$ cat src/rtl/mem_stage_pipe.sv
// EX/MEM and MEM/WB pipeline registers plus the data-memory access stage.
// A variable-latency memory access holds EX/MEM and bubbles MEM/WB until it completes.
module mem_stage_pipe (
  input  logic        clk,
  input  logic        rst_n,
  input  logic        ex_valid,
  input  logic        ex_RegWrite,
  input  logic        ex_MemRead,
  input  logic        ex_MemWrite,
  input  logic        ex_MemtoReg,
  input  logic [4:0]  ex_mux1_out,
  input  logic [31:0] ex_alu_result,
  input  logic [31:0] ex_store_data,
  output logic        dmem_req,
  output logic        dmem_we,
  output logic [31:0] dmem_addr,
  output logic [31:0] dmem_wdata,
  input  logic        dmem_ready,
  input  logic [31:0] dmem_rdata,
  output logic        mem_stall,
  output logic        EX_MEM_RegWrite,
  output logic [4:0]  EX_MEM_mux1_out,
  output logic [31:0] EX_MEM_alu_result,
  output logic        MEM_WB_RegWrite,
  output logic [4:0]  MEM_WB_mux1_out,
  output logic [31:0] MEM_WB_wdata,
  output logic [15:0] stall_cycles
);

  typedef struct packed {
    logic        valid;
    logic        reg_write;
    logic        mem_read;
    logic        mem_write;
    logic        memto_reg;
    logic [4:0]  rd;
    logic [31:0] alu;
    logic [31:0] sdata;
  } exmem_t;

  typedef struct packed {
    logic        reg_write;
    logic [4:0]  rd;
    logic [31:0] wdata;
  } memwb_t;

  typedef enum logic {IDLE = 1'b0, WAIT = 1'b1} state_t;

  exmem_t exm;
  memwb_t mwb;
  state_t state, state_nxt;
  logic   pending;

  assign pending = exm.valid & (exm.mem_read | exm.mem_write);

  // Read+write together is illegal and resolves to a load.
  assign dmem_req   = pending;
  assign dmem_we    = exm.mem_write & ~exm.mem_read;
  assign dmem_addr  = exm.alu;
  assign dmem_wdata = exm.sdata;
  assign mem_stall  = dmem_req & ~dmem_ready;

  assign EX_MEM_RegWrite   = exm.reg_write & exm.valid;
  assign EX_MEM_mux1_out   = exm.rd;
  assign EX_MEM_alu_result = exm.alu;

  assign MEM_WB_RegWrite = mwb.reg_write;
  assign MEM_WB_mux1_out = mwb.rd;
  assign MEM_WB_wdata    = mwb.wdata;

  always_ff @(posedge clk or negedge rst_n) begin
    if (!rst_n) state <= IDLE;
    else        state <= state_nxt;
  end

  always_comb begin
    state_nxt = state;
    case (state)
      IDLE: if (pending && !dmem_ready) state_nxt = WAIT;
      WAIT: if (dmem_ready)             state_nxt = IDLE;
      default:                          state_nxt = IDLE;
    endcase
  end

  always_ff @(posedge clk or negedge rst_n) begin
    if (!rst_n) begin
      exm <= '0;
    end else if (!mem_stall) begin
      exm.valid     <= ex_valid;
      exm.reg_write <= ex_RegWrite;
      exm.mem_read  <= ex_MemRead;
      exm.mem_write <= ex_MemWrite;
      exm.memto_reg <= ex_MemtoReg;
      exm.rd        <= ex_mux1_out;
      exm.alu       <= ex_alu_result;
      exm.sdata     <= ex_store_data;
    end
  end

  // A stalled cycle drops a bubble into MEM/WB; rd/wdata keep their last values.
  always_ff @(posedge clk or negedge rst_n) begin
    if (!rst_n) begin
      mwb <= '0;
    end else if (mem_stall) begin
      mwb.reg_write <= 1'b0;
    end else begin
      mwb.reg_write <= exm.reg_write & exm.valid;
      mwb.rd        <= exm.rd;
      mwb.wdata     <= exm.memto_reg ? dmem_rdata : exm.alu;
    end
  end

  always_ff @(posedge clk or negedge rst_n) begin
    if (!rst_n)                               stall_cycles <= '0;
    else if (mem_stall && stall_cycles != '1) stall_cycles <= stall_cycles + 16'd1;
  end

endmodule

$ cat config.mk
export PLATFORM = sky130hd
export DESIGN_NAME = mem_stage_pipe
export DESIGN_NICKNAME = d
export VERILOG_FILES = /design/src/rtl/mem_stage_pipe.sv
export SDC_FILE = /design/constraint.sdc
export NUM_CORES = 1
export LEC_CHECK = 0
export BUFFER_PORTS_ARGS = -buffer_cell sky130_fd_sc_hd__buf_2
export CORE_ASPECT_RATIO = 2
export CORE_MARGIN = 1
export CORE_UTILIZATION = 43
export DETAILED_ROUTE_END_ITERATION = 7
export GPL_TIMING_DRIVEN = 0
export PLACE_DENSITY = 0.78
export SYNTH_ARGS = -nofsm -noshare
export SYNTH_HDL_FRONTEND = slang
export SYNTH_SLANG_ARGS = --single-unit
$ cat constraint.sdc
create_clock -name clk -period 2.25 [get_ports clk]
set_clock_uncertainty 0.2 [all_clocks]
set_input_delay 0.5625 -clock clk [delete_from_list [all_inputs] [get_ports clk]]
set_output_delay 0.5625 -clock clk [all_outputs]
set_load 0.01 [all_outputs]
==> out/results.tsv <==
stage	metric	value	unit
status	status	completed	
layout	area growth from synthesis to layout	37.2	%
power	Psw	2130	uW
sta	Hold WS	148	ps
setup_path	reg2reg setup slack	70	ps
setup_path	startpoint types	flip-flop	
setup_path	worst path buffer plus inverter count	1	
setup_path	RR Endpoint	stall_cycles[1]	
clocking	CTS tree	yes	
grt	initial antenna violation count	0	
worst_hold_path	hold_sp	ex_valid	
placed_design	gpl congestion	0.892	
setup_path	reg2reg start	stall_cycles[0]	
clocking	Max clock buf depth	2	
routing	wire per inst	14.8	microns
layout	Net count, final	1056	
placed_design	DP Cell Count	1074	
floorplanning	chip width	85.4	microns
placed_design	DP Wirelength	12.3	mm
clocking	CTS H-Tree Depth	4	
sta	final period utilization	96.7	%
setup_path	CP arrival	2270	ps
routing	Routed Antenna Nets	0	
yosys	Post-Syn Nets	761	
floorplanning	Die Height	169	microns
layout	layout cells sized above 1	44.5	%
yosys	Mapped Cells	651	
setup_path	CP max stage cell	or4_1	
setup_path	endpoint class of the critical path	flip-flop	
clocking	register clock-pin slew on the reported worst setup and hold paths	60	ps
yosys	Mapped Area	0.00598	sq mm
routing	DRT Pass-1 Iters	4	
yosys	Yosys warnings	0	
floorplanning	core area	0.0135	sq mm
layout	n_diodes	0	
yosys	Mapped Avg Cell Area	9.19	sq um
setup_path	worst-path cell chain	ha_2, nand3_2, or4_1, buf_2, and2_4, mux2_4	
sta	setup slack after layout	73.8	ps
worst_hold_path	Hold Path End	exm[73]	
grt	global route total overflow	0	
routing	initial DRC count	222	
floorplanning	starting density of the core	44.3	%
routing	DRC errors left	0	
yosys	post-synthesis sequential area ratio	53.6	%
power	LEAKAGE	0.00461	uW
layout	fin cells	1111	
run	maxcap violations	0	
floorplanning	site row count	60	
power	Logic pwr share	24.1	%
floorplanning	IO Pins	268	
setup_path	Setup CP Type	reg -> reg	
routing	Post-Route WL	16.4	mm
sta	Slew headroom	49.8	%
clocking	worst skew pair latency	410	ps
floorplanning	full die area	0.0144	sq mm
clocking	Clock Sinks	128	
setup_path	slowest stage delay, CP	530	ps
power	worst vdd ir	0.000644	V
setup_path	Crit path max-delay family	simple AND/OR/NAND/NOR gates	
setup_path	worst-path maximum fanout	6	
sta	Worst-Margin Slew	753	ps
power	switch share	29.4	%
sta	Peak Freq	0.460	GHz
layout	most common cell after layout, fill and taps aside	buf_2	
power	clock network fraction of total power	35.8	%
grt	largest net degree at the start of global routing	69	
power	Seq pwr share	40.1	%
setup_path	CP required	2340	ps
power	Int Pwr	5110	uW
sta	setup violators final	0	
sta	Max Slew Vio Count	0	
power	Power Dens Cells	883	mW/mm^2
routing	DR vias	5255	
grt	via count of the first global-routing pass	5167	
yosys	distinct cell type count after synthesis	34	
routing	vias per cell	4.73	
grt	first-pass GRT wire length	25.2	mm
worst_hold_path	Worst Hold Class	in -> reg	
clocking	Root Buffer	clkbuf_16	
placed_design	Place WS	-471	ps
worst_hold_path	Worst Hold Depth	2	
sta	min Tclk post-route	2180	ps
clocking	CTS buffer count	17	
placed_design	# port buffers	267	
setup_path	critical path depth	6	
yosys	Seq cells post-synth	128	
sta	Fin. Hold Viols	0	
layout	most frequent cells in the layout	buf_2, nand2_1, dfrtp_1	
grt	Total GRT Usage	22.9	%
setup_path	R2R depth	6	
[power groups by stage]
| stage | Sequential [uW] | Clock [uW] | Combinational [uW] |
|---|---|---|---|
| after floorplan | 2970 | 0 | 899 |
| after global placement | 2920 | 0 | 1640 |
| after detailed placement | 2930 | 0 | 1690 |
| after CTS | 2900 | 2640 | 1730 |
| after global routing | 2950 | 2730 | 1910 |
| final | 2900 | 2590 | 1740 |
[Yosys cell counts]
library cell	count	area, sq um
nand3b_1	1	7.51
nand3_1	6	30.0
mux2_2	2	22.5
and3_1	5	31.3
nand2_1	269	1010
inv_2	1	3.75
and4b_1	1	10.0
and2_1	2	12.5
inv_1	1	3.75
a21oi_1	7	35.0
o21ai_1	1	5.00
and2_4	1	8.76
or2_2	1	6.26
ha_1	1	12.5
or4_1	1	7.51
buf_2	10	50.1
nand2b_1	2	12.5
xnor2_1	5	43.8
clkbuf_1	18	67.6
nor2b_1	1	6.26
nor2_1	2	7.51
buf_4	101	758
mux2i_1	32	320
and4bb_2	1	12.5
or2_1	1	6.26
buf_1	2	7.51
nor4bb_1	1	10.0
mux2_4	1	15.0
nor3_1	4	20.0
nand4_1	5	31.3
xor2_1	4	35.0
dfrtp_1	128	3200
o21ai_0	32	160
a31oi_1	1	6.26
[state kept, by name (all words and copies together) (netlist names)]
name / cells
MEM_WB_wdata: 32
EX_MEM_alu_result: 32
dmem_wdata: 32
MEM_WB_RegWrite: 1
exm: 5
EX_MEM_mux1_out: 5
stall_cycles: 16
MEM_WB_mux1_out: 5
[how the worst max path moves through the flow]
stage                       to            start
2_1_floorplan  stall_cycles[1]  stall_cycles[0]
3_3_place_gp    dmem_wdata[14]            rst_n
3_5_place_dp         mem_stall       dmem_ready
4_1_cts              mem_stall          exm[71]
5_1_grt        stall_cycles[1]  stall_cycles[0]
6_report       stall_cycles[1]  stall_cycles[0]
[routing by layer]
metal	part of all wire (%)	wire length, microns	track usage [%]
met1	36	5890	23.7
met2	55	9040	42.5
met3	5.2	856	4.73
met4	4.0	652	12.1
met5	0	0	0
[through the flow]
step / TNS, ps / power, uW / area [sq um] / utilization [%]
after floorplan: 0 / 3870 / 5980 / -
after global placement: -184390 / 4560 / 7510 / 55.6
after detailed placement: -22340 / 4620 / 7540 / 55.8
after CTS: -69.2 / 7270 / 8200 / 60.7
after global routing: -1.33 / 7590 / 8200 / 60.7
final: 0 / 7240 / 8200 / 60.7
[cell families after synthesis]
logic type | after synthesis | share of synthesized area [%]
AND/OR/NAND/NOR | 304 | 20.6
buffers and inverters | 133 | 14.9
flip-flops | 128 | 53.6
AO/OA/AOI/OAI | 41 | 3.45
multiplexers | 35 | 5.98
XOR/XNOR | 9 | 1.32
adder cells (fa/ha/maj) | 1 | 0.209
[final cells by class]
cell class                      count  area (sq um)
Fill cell                        1233          5310
Sequential cell                   128          3200
Multi-Input combinational cell    390          1910
Timing Repair Buffer              279          1460
Buffer                            128           868
Clock buffer                       18           429
Tap cell                          155           194
Clock inverter                     11           120
Inverter                            2          20.0
[repair_timing]
| action | 4_1_cts | 5_1_grt |
|---|---|---|
| setup buffers | 6 | 4 |
| endpoints found under the setup margin | 101 | 6 |
| gates resized for setup | 14 | 3 |
| hold buffers | 1 | 0 |
| hold endpoints to repair | 60 | 0 |
| pin swaps | 2 | 2 |
Note: power is estimated with default switching activity, not from simulation.
